[src/rtl/mem_arb_pkg.sv]
// Shared definitions for the main-memory port arbiter:
//   - arb_state_e : sequencer state encoding (IDLE/BUSY/RESP)
//   - PORT_I/PORT_D : requester indices (instruction side, data side)
//   - RD/WR : memory request direction encoding
package mem_arb_pkg;

  typedef enum logic [1:0] {
    ST_IDLE = 2'd0,
    ST_BUSY = 2'd1,
    ST_RESP = 2'd2
  } arb_state_e;

  localparam int unsigned PORT_I = 0;
  localparam int unsigned PORT_D = 1;

  localparam logic RD = 1'b0;
  localparam logic WR = 1'b1;

endpackage

[src/rtl/rr_arbiter2.sv]
// Combinational two-way round-robin picker.
//   req_i[1:0]    : request lines, bit N = port N
//   last_grant_i  : index of the port granted most recently
//   grant_o[1:0]  : one-hot winner, zero when nothing requests
// A lone requester always wins; on a tie the port that was not granted
// last time wins.
module rr_arbiter2 (
  input  logic [1:0] req_i,
  input  logic       last_grant_i,
  output logic [1:0] grant_o
);

  always_comb begin
    grant_o = '0;
    unique case (req_i)
      2'b01:   grant_o = 2'b01;
      2'b10:   grant_o = 2'b10;
      2'b11:   grant_o = last_grant_i ? 2'b01 : 2'b10;
      default: grant_o = '0;
    endcase
  end

endmodule

[src/rtl/mem_port_arbiter.sv]
// Arbiter and sequencer sharing the single main-memory port between the
// instruction-side requester (port 0) and the data-side requester (port 1).
// Ports:
//   CLK, RESETn            : clock (rising edge), async active-low reset
//   rqN_req_valid/rw/addr  : request from port N, held until rqN_ready
//   rqN_data_write         : write data from port N
//   rqN_data_read          : registered read data returned to port N
//   rqN_ready, rqN_err     : one-cycle completion pulse, err on abort
//   mem_req_valid/rw/addr  : registered memory request
//   mem_data_write         : registered memory write data
//   mem_data_read          : memory read data, valid with mem_ready
//   mem_ready              : memory completion, sampled only while BUSY
//   grant                  : one-hot owner of the memory port
//   busy                   : sequencer not idle
module mem_port_arbiter
  import mem_arb_pkg::*;
#(
  parameter int unsigned ADDR_W  = 32,
  parameter int unsigned DATA_W  = 32,
  parameter int unsigned TIMEOUT = 256
) (
  input  logic              CLK,
  input  logic              RESETn,
  input  logic              rq0_req_valid,
  input  logic              rq0_req_rw,
  input  logic [ADDR_W-1:0] rq0_req_addr,
  input  logic [DATA_W-1:0] rq0_data_write,
  output logic [DATA_W-1:0] rq0_data_read,
  output logic              rq0_ready,
  output logic              rq0_err,
  input  logic              rq1_req_valid,
  input  logic              rq1_req_rw,
  input  logic [ADDR_W-1:0] rq1_req_addr,
  input  logic [DATA_W-1:0] rq1_data_write,
  output logic [DATA_W-1:0] rq1_data_read,
  output logic              rq1_ready,
  output logic              rq1_err,
  output logic              mem_req_valid,
  output logic              mem_req_rw,
  output logic [ADDR_W-1:0] mem_req_addr,
  output logic [DATA_W-1:0] mem_data_write,
  input  logic [DATA_W-1:0] mem_data_read,
  input  logic              mem_ready,
  output logic [1:0]        grant,
  output logic              busy
);

  localparam int unsigned          CNT_W    = $clog2(TIMEOUT);
  localparam logic [CNT_W-1:0]     CNT_LAST = CNT_W'(TIMEOUT - 1);
  localparam logic [ADDR_W-1:0]    ADDR_MSK = ~ADDR_W'(3);

  arb_state_e               state_q, state_d;
  logic                     last_q, last_d;
  logic [CNT_W-1:0]         cnt_q, cnt_d;
  logic [1:0]               grant_q, grant_d;
  logic                     mvalid_q, mvalid_d;
  logic                     mrw_q, mrw_d;
  logic [ADDR_W-1:0]        maddr_q, maddr_d;
  logic [DATA_W-1:0]        mwdata_q, mwdata_d;
  logic [1:0][DATA_W-1:0]   rdata_q, rdata_d;
  logic [1:0]               ready_q, ready_d;
  logic [1:0]               err_q, err_d;

  logic [1:0]               req_v;
  logic [1:0]               arb_gnt;
  logic                     owner;
  logic                     sel_rw;
  logic [ADDR_W-1:0]        sel_addr;
  logic [DATA_W-1:0]        sel_wdata;

  assign req_v = {rq1_req_valid, rq0_req_valid};
  assign owner = grant_q[1];

  rr_arbiter2 u_rr (
    .req_i        (req_v),
    .last_grant_i (last_q),
    .grant_o      (arb_gnt)
  );

  // Payload of whichever port the picker selected this cycle.
  always_comb begin
    sel_rw    = arb_gnt[1] ? rq1_req_rw     : rq0_req_rw;
    sel_addr  = arb_gnt[1] ? rq1_req_addr   : rq0_req_addr;
    sel_wdata = arb_gnt[1] ? rq1_data_write : rq0_data_write;
  end

  always_ff @(posedge CLK or negedge RESETn) begin
    if (!RESETn) begin
      state_q  <= ST_IDLE;
      last_q   <= 1'b1;
      cnt_q    <= '0;
      grant_q  <= '0;
      mvalid_q <= 1'b0;
      mrw_q    <= 1'b0;
      maddr_q  <= '0;
      mwdata_q <= '0;
      rdata_q  <= '0;
      ready_q  <= '0;
      err_q    <= '0;
    end else begin
      state_q  <= state_d;
      last_q   <= last_d;
      cnt_q    <= cnt_d;
      grant_q  <= grant_d;
      mvalid_q <= mvalid_d;
      mrw_q    <= mrw_d;
      maddr_q  <= maddr_d;
      mwdata_q <= mwdata_d;
      rdata_q  <= rdata_d;
      ready_q  <= ready_d;
      err_q    <= err_d;
    end
  end

  always_comb begin
    state_d  = state_q;
    last_d   = last_q;
    cnt_d    = cnt_q;
    grant_d  = grant_q;
    mvalid_d = mvalid_q;
    mrw_d    = mrw_q;
    maddr_d  = maddr_q;
    mwdata_d = mwdata_q;
    rdata_d  = rdata_q;
    ready_d  = '0;
    err_d    = '0;

    unique case (state_q)
      ST_IDLE: begin
        if (|req_v) begin
          grant_d  = arb_gnt;
          last_d   = arb_gnt[1];
          mvalid_d = 1'b1;
          mrw_d    = sel_rw;
          maddr_d  = sel_addr & ADDR_MSK;
          mwdata_d = sel_wdata;
          cnt_d    = '0;
          state_d  = ST_BUSY;
        end
      end

      ST_BUSY: begin
        // Completion is checked first so a reply in the final cycle wins
        // over the abort.
        if (mem_ready) begin
          mvalid_d = 1'b0;
          if (mrw_q == RD) rdata_d[owner] = mem_data_read;
          ready_d  = grant_q;
          state_d  = ST_RESP;
        end else if (cnt_q == CNT_LAST) begin
          mvalid_d = 1'b0;
          if (mrw_q == RD) rdata_d[owner] = '0;
          ready_d  = grant_q;
          err_d    = grant_q;
          state_d  = ST_RESP;
        end else begin
          cnt_d = cnt_q + CNT_W'(1);
        end
      end

      ST_RESP: begin
        cnt_d   = '0;
        grant_d = '0;
        state_d = ST_IDLE;
      end

      default: begin
        state_d = ST_IDLE;
      end
    endcase
  end

  assign rq0_data_read  = rdata_q[PORT_I];
  assign rq1_data_read  = rdata_q[PORT_D];
  assign rq0_ready      = ready_q[PORT_I];
  assign rq1_ready      = ready_q[PORT_D];
  assign rq0_err        = err_q[PORT_I];
  assign rq1_err        = err_q[PORT_D];
  assign mem_req_valid  = mvalid_q;
  assign mem_req_rw     = mrw_q;
  assign mem_req_addr   = maddr_q;
  assign mem_data_write = mwdata_q;
  assign grant          = grant_q;
  assign busy           = (state_q != ST_IDLE);

endmodule

[config.mk]
export PLATFORM = sky130hd
export DESIGN_NAME = mem_port_arbiter
export DESIGN_NICKNAME = d
export VERILOG_FILES = /design/src/rtl/mem_arb_pkg.sv /design/src/rtl/rr_arbiter2.sv /design/src/rtl/mem_port_arbiter.sv
export SDC_FILE = /design/constraint.sdc
export NUM_CORES = 1
export LEC_CHECK = 0
export CAP_MARGIN = 20
export CORE_ASPECT_RATIO = 0.7
export CORE_MARGIN = 5
export CORE_UTILIZATION = 37
export DETAILED_ROUTE_END_ITERATION = 12
export GPL_TIMING_DRIVEN = 0
export PLACE_DENSITY_LB_ADDON = 0.1
export SYNTH_ARGS = -nofsm -noshare
export SYNTH_HDL_FRONTEND = slang
export SYNTH_HIERARCHICAL = 1
export SYNTH_SLANG_ARGS = --single-unit
export TNS_END_PERCENT = 1
[constraint.sdc]
create_clock -name CLK -period 1.7 [get_ports CLK]
set_input_delay 0.34 -clock CLK [delete_from_list [all_inputs] [get_ports CLK]]
set_output_delay 0.34 -clock CLK [all_outputs]
set_load 0.01 [all_outputs]
After elaboration in Yosys (flattened, before gate mapping)
Index checks and enable logic that the tools add are counted.

storage, ports and cells
  bits in registers = 145
  input port bits = 167
  output and inout bits = 137
  logic and storage cells = 73

cells by class
  $add $sub $neg = 1
  magnitude comparators = 2
  eq/ne operators = 10
  mux-type cells = 31
  bitwise operators = 3
  reduce and logical (&&, ||, !) cells = 14

operators with widths
  kind                                                  number
  two-way mux 64 bit                                    4
  two-way mux 32 bit                                    3
  AND 64 bit                                            1
  bitwise mux 64 bit                                    1
  inverter 64 bit                                       1
  demux 32 bit (select 1 bit)                           1
  two-way mux 8 bit                                     3
  case mux 8 bit (3 select lines)                       1
  two-way mux 2 bit                                     10
  adder 8 x 1 -> 8 bit (second input constant)          1
  equality test 8 bit (second input constant)           1
  case mux 2 bit (2 select lines)                       2
  nonzero test 2 bit                                    4
  equality test 2 bit (second input constant)           3
  inequality test 2 bit (second input constant)         3
  case mux 2 bit (3 select lines)                       1
  AND reduction 2 bit                                   3
  AND reduction 3 bit                                   2
  equality test 2 x 1 -> 1 bit (second input constant)  2
  two-way mux 1 bit                                     4
  AND reduction 4 bit                                   1
  inequality test 3 bit (second input constant)         1
  nonzero test 3 bit                                    1
  logical NOT 2 bit                                     1
  other kinds (6)                                       6

Logic depth before layout (Yosys ltp)
  word-level depth = 9
  mapped depth = 7
  mapped depth without buffers = 5

By module
Netlist, hierarchy kept.

modules (own cells, without submodules)
  module            instances  cells an instance  area each (µm²)  seq. area each (µm²)
  mem_port_arbiter  1          511                6,098.3          3,629.7
  rr_arbiter2       1          3                  18.8             0.0

Least setup slack after synthesis
OpenSTA, ideal clock, no wires.

  kind = flip-flop to flip-flop
  from = register state_q[0]
  to = register maddr_q[27] (netlist: mem_req_addr[27])
  setup time = 0.123 ns
  arrival = 1.484 ns
  required time = 1.577 ns
  slack = 0.093 ns
  cell stages (with the launch flop) = 8
  buffers on the path = 3
  period minus slack after synthesis = 1.607 ns
  path through = dfrtp_1 or2_1 or2_1 buf_6 buf_6 buf_6 nand2_1 o21ai_1

on the way
  longest elaborated chain between the ends = 2

ends and longest elaborated chain
  item                           RTL line                 source
  start: declaration             mem_port_arbiter.sv:52   arb_state_e state_q, state_d;
  start signal: assignment       mem_port_arbiter.sv:101  state_q <= state_d;
  logical NOT 2 bit              mem_port_arbiter.sv:128  unique case (state_q)
  AND reduction 2 bit (no line)  -
  end signal: assignment         mem_port_arbiter.sv:107  maddr_q <= maddr_d;
  end: declaration               mem_port_arbiter.sv:58   logic [ADDR_W-1:0] maddr_q, maddr_d;

No other way between the ends.
A chain may end at the register's enable or synchronous reset.

Final worst setup path
  from = register rdata_q (netlist bit rq0_data_read[11])
  to = output port rq0_data_read[11]

RTL lines
  item                      RTL line                 source
  start: declaration        mem_port_arbiter.sv:60   logic [1:0][DATA_W-1:0] rdata_q, rdata_d;
  start signal: assignment  mem_port_arbiter.sv:109  rdata_q <= rdata_d;
  end: declaration          mem_port_arbiter.sv:28   output logic [DATA_W-1:0] rq0_data_read,

No word-level cell between the ends.

==> summary.txt <==
Power and ir drop
  – Combinational Power Share: 43.0%
  – Peak supply drop: 0.000860 V
  – Sw frac: 33.8%
  – Clock Power Share: 22.8%
  – Internal power: 11,600 uW
  – Part of the power in registers: 34.2%
  – NetSw: 5950 uW
  – Total power per unit cell area: about 1700 mW/mm^2
  – Leak: 0.00516 uW

Yosys
  – Synth unique cells: 41
  – Warnings, synthesis: 6
  – Most used DFF post-synth: dfrtp_1
  – Top cells by count, synth: dfrtp_1 (144), nand2_1 (75), mux2i_1 (65)
  – Cells after Synth: around 510
  – Area contributors post-synth: dfrtp_1 (59%), mux2i_1 (11%), a32o_1 (10%), o21ai_0 (4.7%), nand2_1 (4.6%)
  – Mapped Area: 0.00612 sq mm
  – Cell with the most instances after synthesis: dfrtp_1
  – Post-synthesis area per instance: 11.9 sq um
  – Area leader, netlist: dfrtp_1
  – Seq/Total Area, Yosys: 59.3%
  – Yosys reg bits: 145
  – Yosys top cell area share: roughly three fifths
  – Post-synth ARST share: 100%
  – Post-synth EDFFs: 0

Setup path
  – CP arrival: 1.33 ns
  – Max incr delay on CP: 0.57 ns
  – FF-to-FF path depth: 5
  – Worst path depth: 1
  – R2R Setup Slk: 0.04 ns
  – Delay-heaviest family, CP: buffers and inverters
  – Crit-path slowest cell: clkdlybuf4s50_1
  – Setup CP Type: reg -> out
  – Critical path buffers and inverters: 1
  – Worst Path Max Fanout: 2
  – Critical Path Start Type: flop
  – Launching point of the worst reg2reg path: state_q[1]
  – CP Capture Type: output pin
  – Endpoint of the worst register-to-register path: rq0_data_read[25]
  – Crit-path cells: clkdlybuf4s50_1
  – CP Data Required Time: 1.36 ns

STA
  – Slew HR: 50.3%
  – Final period util: a little over nine tenths
  – Fin. Hold Viols: 0
  – Post-route clock skew: 0.00886 ns
  – Setup TNS: 0 ns
  – Final min period: 1.67 ns
  – RSZ-0062 raised after global routing: true
  – Fmax: 598 MHz
  – Min Hold Slack: 0.475 ns
  – PnR worst setup slack: ~0.027 ns
  – Fin. max-slew vios: 0
  – Final setup viols: 0
  – Slew @ Worst Pin: 0.746 ns

Die
  – Die H: about 120 microns
  – I/O pin count: 304
  – Chip width: 164 microns
  – Initial core utilization: between 30 and 40%
  – Core footprint: 0.0162 sq mm
  – Full die area: 0.0192 sq mm
  – Site Rows: 39

CTS
  – Longest Clk Path Bufs: 2
  – TritonCTS buffer count: 17
  – Clk slew on worst S/H paths: 0.06 ns
  – Clk Latency, worst-skew pair: roughly 0.42 ns
  – Clock root buffer: clkbuf_16
  – CTS sink count: about 150
  – H-tree Lvls: 4
  – CTS tree: done

Hold path
  – HP Start: mem_req_addr[10]
  – Hold depth: 2
  – Hold endpoint: mem_req_addr[10]
  – Hold Crit Class: reg -> reg

Place
  – Placed Cells: between 1,000 and 1,500
  – Post-DP HPWL: around 16,000 microns
  – Routability congestion estimate: 0.814
  – Port buffer count: between 200 and 300
  – Dpl ws: -0.925 ns

Routing
  – WL final: ~21,000 microns
  – DR vias: approximately 5,600
  – DRC Markers: 0
  – Post-DRT Antenna Nets: 0
  – TritonRoute pass-1 iters: 5
  – Routed length per instance: ~19 microns
  – Drt via density: approximately 5.2
  – DR iter-0 viols: 349

Global routing
  – First-pass GRT wire length: 32,300 microns
  – Vias in the first global route: 5,838
  – Initial antenna violation count: 0
  – Total GRT Usage: 21.5%
  – Gr ovfl total: 0
  – Largest net degree at the start of global routing: 78

Finish
  – Multi-input logic area: 0.00230 sq mm
  – Number of fillers in the final layout: 1,272
  – Final Util: 63.6%
  – Fin nets: 1,011
  – Area Growth Syn to Fin: 69.0%
  – Share of layout cells above drive strength 1: between 10% and 20%
  – N_diodes: 0
  – Non-filler instance count after layout: 1,081
  – Register area: 0.00363 sq mm

Status
  – Status: finished, final reports clean

Job
  – Number of max-cap violations: 0
-- layer usage --
layer | up-vias | wire length [microns] | GRT usage, %
li1 | 2559 | - | -
met1 | 2805 | 8360 | 26.4
met2 | 205 | 10700 | 36.0
met3 | 21 | 1680 | 7.07
met4 | 0 | 246 | 6.65
met5 | - | 0 | 0
-- cells by family after synthesis --
kind of cell	share of synthesized area [%]
flops	59.3
compound gates	18.1
mux	10.6
buf+inv	3.82
fa+ha+maj	0.205
other cells	0.0613
simple gates	7.81
-- stage by stage --
stage / cell area, sq um / power [uW]
2_1_floorplan: 6120 / 9250
4_1_cts: 10100 / 17800
6_report: 10300 / 17600
5_1_grt: 10300 / 18600
3_5_place_dp: 9400 / 13900
3_3_place_gp: 9380 / 13700
-- state kept, by name, indices dropped and copies added (netlist names) --
signal	cells
mem_req_rw	1
err_q	2
mem_req_valid	1
last_q	1
ready_q	2
cnt_q	8
rq1_data_read	32
state_q	2
mem_data_write	32
grant	2
mem_req_addr	30
rq0_data_read	32
-- worst max path at each step --
| stage | startpoint | endpoint | slack [ns] |
|---|---|---|---|
| 2_1_floorplan | state_q[0] | mem_req_addr[27] | 0.09 |
| 3_3_place_gp | RESETn | rq0_data_read[23] | -5.39 |
| 3_5_place_dp | rq1_req_valid | mem_req_addr[27] | -0.93 |
| 4_1_cts | state_q[1] | busy | -0.03 |
| 5_1_grt | rq1_req_valid | mem_req_addr[15] | -0.04 |
| 6_report | rq0_data_read[11] | rq0_data_read[11] | 0.03 |
-- final cells by class --
class	count	area share, %
Multi-Input combinational cell	323	22.3
Timing Repair Buffer	309	30.8
Clock inverter	7	1.15
Inverter	4	0.145
Tap cell	225	2.72
Buffer	43	2.68
Sequential cell	145	35.2
Clock buffer	25	5.08
-- what timing repair did --
item	4_1_cts	5_1_grt
pin swaps	2	4
hold buffers	1	0
setup buffers	2	8
endpoints found under the hold margin	63	0
gates resized for setup	59	91
endpoints found under the setup margin	158	181
-- layout by cell type (no fill, tap or decap), types with 3 or more instances in the layout --
cell type,n
o21a_1,3
clkbuf_4,3
inv_1,4
o21ai_1,9
a21oi_1,6
dlygate4sd2_1,32
a32o_1,64
buf_2,15
and2_1,3
bufinv_16,3
dfrtp_2,4
dlymetal6s2s_1,55
clkbuf_1,5
dfrtp_1,140
clkbuf_16,17
clkdlybuf4s50_1,208
nand3_1,6
o21ai_0,58
mux2i_1,63
buf_6,6
nand2_1,73
buf_4,21
nor2_1,3
clkbuf_2,6
clkbuf_8,7
and3_1,5
-- power by group through the flow --
| stage | Clock (uW) | Combinational, uW | Sequential (uW) |
|---|---|---|---|
| CTS | 4090 | 7700 | 6040 |
| global route | 4230 | 8160 | 6230 |
| finish | 4010 | 7560 | 6010 |
| detailed placement | 0 | 7850 | 6080 |
| floorplan | 0 | 2590 | 6660 |
| global placement | 0 | 7730 | 5980 |
Note: power is estimated with default switching activity, not from simulation.
